===== src/rtl/call_request_queue.sv =====
// Elevator call-request queue: button press detect, per-floor latch, dedup FIFO of floor numbers.
// Optional CALL_BTN_SYNC_EN inserts a two-flop synchronizer on btn ahead of edge detect.
module call_request_queue #(
  parameter int unsigned NFLOORS = 16,
  parameter int unsigned DEPTH   = 8
) (
  input  logic               clk,
  input  logic               rst,
  input  logic [NFLOORS-1:0] btn,
  input  logic               fifo_rd,
  output logic               fifo_empty,
  output logic [3:0]         fifo_dout,
  output logic               fifo_full,
  output logic [4:0]         fifo_count,
  output logic [NFLOORS-1:0] pending
);

  localparam int unsigned FW = 4;
  localparam int unsigned CW = 5;
  localparam int unsigned AW = (DEPTH > 1) ? $clog2(DEPTH) : 1;

  logic [NFLOORS-1:0] w_btn;
  logic [NFLOORS-1:0] r_btn_q;
  logic [NFLOORS-1:0] w_edge;
  logic [NFLOORS-1:0] r_latch;
  logic [NFLOORS-1:0] r_qmask;
  logic [NFLOORS-1:0] w_wr_onehot;
  logic [NFLOORS-1:0] w_pop_onehot;
  logic [NFLOORS-1:0] w_latch_nxt;
  logic [NFLOORS-1:0] w_qmask_nxt;
  logic [FW-1:0]      r_mem [DEPTH];
  logic [AW-1:0]      r_rd_ptr;
  logic [AW-1:0]      r_wr_ptr;
  logic [CW-1:0]      r_count;
  logic [FW-1:0]      w_wr_floor;
  logic               w_pop;
  logic               w_wr;

`ifdef CALL_BTN_SYNC_EN
  logic [NFLOORS-1:0] r_sync1;
  logic [NFLOORS-1:0] r_sync2;

  always_ff @(posedge clk or posedge rst) begin
    if (rst) begin
      r_sync1 <= '0;
      r_sync2 <= '0;
    end else begin
      r_sync1 <= btn;
      r_sync2 <= r_sync1;
    end
  end

  assign w_btn = r_sync2;
`else
  assign w_btn = btn;
`endif

  assign w_edge       = w_btn & ~r_btn_q;
  assign pending      = r_latch | r_qmask;
  assign fifo_dout    = r_mem[r_rd_ptr];
  assign fifo_count   = r_count;
  assign fifo_empty   = (r_count == '0);
  assign fifo_full    = (r_count == CW'(DEPTH));
  assign w_pop        = fifo_rd && (r_count != '0);
  assign w_wr         = (r_latch != '0) && ((r_count < CW'(DEPTH)) || w_pop);
  assign w_pop_onehot = NFLOORS'(1) << r_mem[r_rd_ptr];
  // Isolate the lowest set latch bit: that floor is the next one enqueued.
  assign w_wr_onehot  = r_latch & (~r_latch + NFLOORS'(1));

  always_comb begin
    w_wr_floor = '0;
    for (int i = NFLOORS - 1; i >= 0; i--) begin
      if (r_latch[i]) w_wr_floor = FW'(i);
    end
  end

  // A press only latches for a floor with no outstanding request before this edge.
  always_comb begin
    w_latch_nxt = r_latch;
    w_qmask_nxt = r_qmask;
    if (w_wr) begin
      w_latch_nxt = w_latch_nxt & ~w_wr_onehot;
      w_qmask_nxt = w_qmask_nxt | w_wr_onehot;
    end
    if (w_pop) w_qmask_nxt = w_qmask_nxt & ~w_pop_onehot;
    w_latch_nxt = w_latch_nxt | (w_edge & ~pending);
  end

  always_ff @(posedge clk or posedge rst) begin
    if (rst) begin
      r_btn_q  <= '0;
      r_latch  <= '0;
      r_qmask  <= '0;
      r_rd_ptr <= '0;
      r_wr_ptr <= '0;
      r_count  <= '0;
    end else begin
      r_btn_q <= w_btn;
      r_latch <= w_latch_nxt;
      r_qmask <= w_qmask_nxt;
      if (w_pop) r_rd_ptr <= r_rd_ptr + AW'(1);
      if (w_wr)  r_wr_ptr <= r_wr_ptr + AW'(1);
      case ({w_wr, w_pop})
        2'b10:   r_count <= r_count + CW'(1);
        2'b01:   r_count <= r_count - CW'(1);
        default: r_count <= r_count;
      endcase
    end
  end

  // Storage is cleared on reset so the head reads as floor 0 out of reset.
  always_ff @(posedge clk or posedge rst) begin
    if (rst) begin
      for (int i = 0; i < int'(DEPTH); i++) r_mem[i] <= '0;
    end else if (w_wr) begin
      r_mem[r_wr_ptr] <= w_wr_floor;
    end
  end

endmodule


===== config.mk =====
export PLATFORM = sky130hd
export DESIGN_NAME = call_request_queue
export DESIGN_NICKNAME = d
export VERILOG_FILES = /design/src/rtl/call_request_queue.sv
export SDC_FILE = /design/constraint.sdc
export NUM_CORES = 1
export LEC_CHECK = 0
export ABC_AREA = 1
export BUFFER_PORTS_ARGS = -buffer_cell sky130_fd_sc_hd__buf_2
export CELL_PAD_IN_SITES_DETAIL_PLACEMENT = 0
export CELL_PAD_IN_SITES_GLOBAL_PLACEMENT = 1
export CORE_ASPECT_RATIO = 0.6
export CORE_MARGIN = 1
export CORE_UTILIZATION = 44
export DETAILED_ROUTE_END_ITERATION = 8
export HOLD_SLACK_MARGIN = 0.02
export PLACE_DENSITY = 0.91
export SLEW_MARGIN = 20
export SYNTH_ARGS = -nofsm -noshare
export SYNTH_HDL_FRONTEND = slang
export SYNTH_SLANG_ARGS = --single-unit

===== constraint.sdc =====
create_clock -name clk -period 3.24 [get_ports clk]
set_input_delay 0.486 -clock clk [delete_from_list [all_inputs] [get_ports clk]]
set_output_delay 0.486 -clock clk [all_outputs]
set_load 0.02 [all_outputs]

* After elaboration in Yosys (flattened, before gate mapping)
Index checks and enable logic that the tools add are counted.
** Cells by class
- Add/sub/neg operators :: 5
- Magnitude comparators :: 4
- Equality and inequality tests :: 3
- Shift operators :: 1
- Muxes and demuxes :: 26
- Bitwise operators :: 15
- Reductions and logical operators :: 8
** Operators by type and width (number)
- $and 16x16->16 :: 5
- $not 16->16 :: 5
- $mux 4 :: 19
- $mux 16 :: 3
- $or 16x16->16 :: 3
- $bwmux 32 :: 1
- $add 16x1->16 const B :: 1
- $reduce_bool 16->1 :: 1
- $shl 1x4->16 const A :: 1
- $bmux 4 s3 :: 1
- $demux 4 s3 :: 1
- $pmux 5 s2 :: 1
- $ge 4x4->1 const B :: 2
- $not 3->4 :: 2
- $add 3x1->3 const B :: 2
- $add 5x1->5 const B :: 1
- $eq 5x4->1 const B :: 1
- $logic_not 5->1 :: 1
- $lt 5x4->1 const B :: 1
- $reduce_bool 5->1 :: 1
- $sub 5x1->5 const B :: 1
- $lt 4x1->1 const B :: 1
- $logic_and 1x1->1 :: 3
- $eq 2x1->1 const B :: 1
- 3 further kinds :: 3
** Storage, ports and cells
- Bits in registers :: 91
- Logic and storage cells :: 76

* Depth between registers and ports, before layout
- Word-level depth :: 17
- Mapped depth :: 18
- Gate-level depth less buffers :: 18

* Least setup slack after synthesis
Ideal clock, no wire load.
- Kind :: register to register
- Start :: register r_count[0], in the netlist fifo_count[0]
- End :: register r_count[4], in the netlist fifo_count[4]
- Setup time :: 0.133 ns
- Arrival :: 2.440 ns
- Data required time :: 3.107 ns
- Slack :: 0.667 ns
- Cell stages (with the launch flop) :: 16
- Buffers on the path :: 0
- Cells stage by stage :: dfrtp_1 inv_1 nand3_1 nor2_1 inv_1 nand2_1 inv_1 ha_1 ha_1 a21oi_1 nor2_1 nor2_1 nand2_1 nand2_1 nor2_1 xor2_1
** On the way
- Cells in the longest elaborated chain, start to end :: 6
- Elaborated cells between the ends (all ways) :: 11
- Classes of those cells :: add/sub (2); order compare (1); eq/ne (2); mux (1); reduce/logical (5)
** RTL lines
- start, declared :: RTL line 34 : logic [CW-1:0] r_count;
- start signal, assigned :: RTL line 104 : 2'b10: r_count <= r_count + CW'(1);
- start signal, assigned :: RTL line 105 : 2'b01: r_count <= r_count - CW'(1);
- start signal, assigned :: RTL line 106 : default: r_count <= r_count;
- branches (longest 6 deep; another with $lt 5x4->1)
Parallel ways; which one is timed is not known.
A chain may end at the register's enable or synchronous reset.

* Worst setup path after layout
- Start :: register r_rd_ptr[0]
- End :: output port fifo_dout[2]
** On the way
- Cells in the longest elaborated chain, start to end :: 4
** RTL lines
- start, declared :: RTL line 32 : logic [AW-1:0] r_rd_ptr;
- start signal, assigned :: RTL line 101 : if (w_pop) r_rd_ptr <= r_rd_ptr + AW'(1);
- $not 3->4 (implied by the code) :: RTL line 60 : assign fifo_dout = r_mem[r_rd_ptr];
- $bmux 4 s3 :: RTL line 60
- $mux 4 (implied by the code) (2 in series) :: RTL line 60
- end, declared :: RTL line 12 : output logic [3:0] fifo_dout,
No other way between the ends. The select of a mux whose other input is x is not followed.

==> summary.md <==
Setup violations remaining at the end of the flow were counted as 0. The library cells used most frequently in the layout, excluding fill and tap cells, are 105 x sky130_fd_sc_hd__nand2_1, 91 x sky130_fd_sc_hd__dfrtp_1, 80 x sky130_fd_sc_hd__nor2_1. The analysis attributes to net switching a power of 2.20 mW. After clock tree synthesis, the flow added hold-fix buffers numbering 0.

The first global-routing pass estimated 16600 um of wire. Gates resized during post-CTS repair numbered 0. The most critical setup path has its startpoint at r_rd_ptr[0]. The most common cell after layout, fill and taps aside was sky130_fd_sc_hd__nand2_1. The maximum frequency from static timing analysis was 358 MHz; the vias after detailed routing was 3581.

In this run the number of H-tree levels came out at 3. In this run the register-to-register setup slack is 540 ps. Counting cells, the worst reg-to-reg path comes to 18. Port buffering added 45 buffers.

The library cell with the largest summed area after synthesis is sky130_fd_sc_hd__dfrtp_1. After routing the design area is 4980 sq um. The maximum root-to-sink buffer count came out at 2. The length of the first detailed-routing pass in iterations was 5; the routed wire length per instance was 14.6 um. The floorplan die area was 10300 sq um; the final count of hold timing violations was 0. Sorting the synthesized cells by area gives the leading types as sky130_fd_sc_hd__dfrtp_1 53%, sky130_fd_sc_hd__nand2_1 9.1%, sky130_fd_sc_hd__o21ai_0 7.2%. Final hold analysis gives a worst-case slack of 237 ps. Counting the fill cells in the layout gives 897. The worst setup path is of the reg -> out kind. The worst clock skew came out at 8.67 ps. For the total leakage power, the log shows 2.42 nW. Once the floorplan was initialized, standard cells occupied 46.3% of the core. Post-CTS timing repair inserted 0 buffers for setup. The final core area utilization was 53.2%. The initial antenna violation count was 0; the via count of the first global-routing pass was 3335. After layout, the worst setup slack is 451 ps.

The top-area cell type share of the netlist area came out at 52.6%. Using the TritonRoute via totals, the vias-per-cell ratio works out to 5.11. The flow ran to the end, and the final reports show no timing, DRC or antenna violations. Synthesis handed over a netlist of 515 instances.

The die is 130 um wide. The die is 78.9 um tall. In this run the worst path has a maximum fanout of 18.

Total negative setup slack: 0 ps. At the pin with the least slew margin, the transition time is 674 ps. Setup repair after global routing left no endpoint under its margin. The total clock buffers created by CTS came out at 9. The post-synthesis cell type count is 37. Detailed placement ended at an HPWL of 7430 um. For the sequential power share, the log shows 35.3%. A synthesized cell averages 8.41 sq um. The overall routing resource usage is 21.7%. After layout, the minimum clock period comes to 2790 ps. The share of layout cells above drive strength 1 works out to 20.5%. The leftover overflow at the end of global routing is 0. The internal portion of the total power is 2.70 mW. For this design the ratio of total power to cell area is 986 nW/um^2.

The final antenna-violating net count was 0; the synthesized netlist net count was 541. TritonCTS built the clock tree. Per report_power, the combinational group accounts for 43.5% of the total. After the first detailed-routing iteration, the DRC count stood at 267.

The worst register-to-register path ends at fifo_count[4]. The clock share of power was 21.1%; the standard cell core area was 9360 sq um. Measured against its own limit, the worst slew margin works out to 55.1%. After detailed routing, the number of remaining DRC violations is 0. From synthesis to final layout, the design area changed by 14.9%. Net switching is 44.9% of the power. The synthesized design contains 91 register bits. Kind of start point of the critical path: a register. Summing all placed instances gives a cell area of 4690 sq um. The global placement routability congestion was 0.898; the cell row count was 27.

The tools report the net total in the final layout as 593. CTS root buffer: sky130_fd_sc_hd__clkbuf_16. The logs give 0 for the number of antenna cells inserted and 10200 um for the overall routed net length. The required arrival time at the worst endpoint is 2750 ps.

The kind of capture point of the worst setup path was an output pin. After clock tree synthesis, the clock-pin slew on the worst setup and hold paths is 60 ps. During synthesis, Yosys emitted a total of 0 warnings. Timing analysis after detailed placement gives a worst setup slack of 554 ps. Entering global routing, the biggest net connects 92 pins. For this design the top-level I/O count stands at 46. Data on the critical path arrives at its endpoint at 2300 ps. Max-cap violations in this run came to 0. The period utilization was 86.1%. Counting every sink on the clock net gives 91. The clock reaches the later pin of the worst-skew pair after 350 ps.

The worst register-to-register path begins at r_latch[10]. For the area of the mapped netlist, the log shows 4330 sq um. For the worst supply voltage drop on vdd, the log shows 0.489 mV. For this run, the register share of the synthesized area comes to 52.6%. For the number of pins with negative max-slew slack in the final report, the log shows 0. In this run the worst hold path is classified as in -> async.
## worst max path at each step
stage                         end  slack, ps  cells after the start
floorplan           fifo_count[0]        390                      1
global placement    fifo_count[4]        670                     15
detailed placement  fifo_count[4]        550                     15
CTS                  fifo_dout[2]        460                      6
global route        fifo_count[4]        250                     18
finish               fifo_dout[2]        450                      6
## registers in the layout (all words and copies together) (netlist names)
register / count
r_latch: 16
r_wr_ptr: 3
r_btn_q: 16
r_rd_ptr: 3
r_qmask: 16
fifo_count: 5
r_mem: 32
## kinds of logic (layout without fill, tap and decap cells)
group	count (synthesis)	in the layout	share of synthesized area (%)
AND/OR/NAND/NOR	228	228	22.3
adder cells (fa/ha/maj)	7	7	2.20
buffers and inverters	75	131	7.13
flip-flops	91	91	52.6
multiplexers	1	1	0.231
XOR/XNOR	5	5	1.01
AO/OA/AOI/OAI	108	108	14.6
## critical path, cell delays in order, from the launching register on
cell and delay, ps:
sky130_fd_sc_hd__dfrtp_1 630, sky130_fd_sc_hd__inv_2 380, sky130_fd_sc_hd__nor2_1 90, sky130_fd_sc_hd__o32ai_2 200, sky130_fd_sc_hd__inv_1 120, sky130_fd_sc_hd__o21ai_4 300, sky130_fd_sc_hd__buf_2 230
## cell type report
type / instances / area, sq um / share of cell area [%]
sequential: 91 / 2280 / 45.7
multi-input combinational: 349 / 1750 / 35.1
inverter: 70 / 264 / 5.30
timing repair buffer: 46 / 245 / 4.93
clock buffer: 10 / 229 / 4.60
tap: 130 / 163 / 3.27
clock inverter: 5 / 55.1 / 1.11
## power by group through the flow
stage	Clock, mW	Sequential (mW)	Combinational (mW)
final	1.04	1.73	2.14
after global routing	1.09	1.77	2.39
after CTS	1.05	1.73	2.13
after detailed placement	0	1.74	2.12
after global placement	0	1.73	2.08
after floorplan	0	1.66	1.59
## metrics by stage
step	std cells	power, mW
2_1_floorplan	515	3.25
3_3_place_gp	686	3.82
3_5_place_dp	686	3.87
4_1_cts	701	4.91
5_1_grt	701	5.26
6_report	701	4.91
## synthesized netlist by cell type (all sizes together)
| cell type | number |
|---|---|
| o21a | 1 |
| xnor2 | 1 |
| nand2 | 110 |
| mux2i | 1 |
| o21ai | 80 |
| o22ai | 1 |
| a22o | 2 |
| nand4 | 1 |
| nor3 | 4 |
| clkinv | 1 |
| nand3 | 12 |
| ha | 6 |
| o211a | 1 |
| o32ai | 2 |
| a21oi | 10 |
| dfrtp | 91 |
| buf | 5 |
| nor2 | 88 |
| inv | 69 |
| or2 | 12 |
| a31oi | 9 |
| nor4 | 1 |
| a41oi | 1 |
| xor2 | 4 |
| o211ai | 1 |
| fa | 1 |
## per-layer routing
metal / GRT usage [%] / up-vias / routed length [um]
met1: 34.3 / 1710 / 5390
met4: 3.72 / 0 / 47
met5: 0 / - / 0
li1: - / 1748 / -
met3: 7.35 / 5 / 750
met2: 28.0 / 118 / 4050
(Power assumes the default switching activity.)
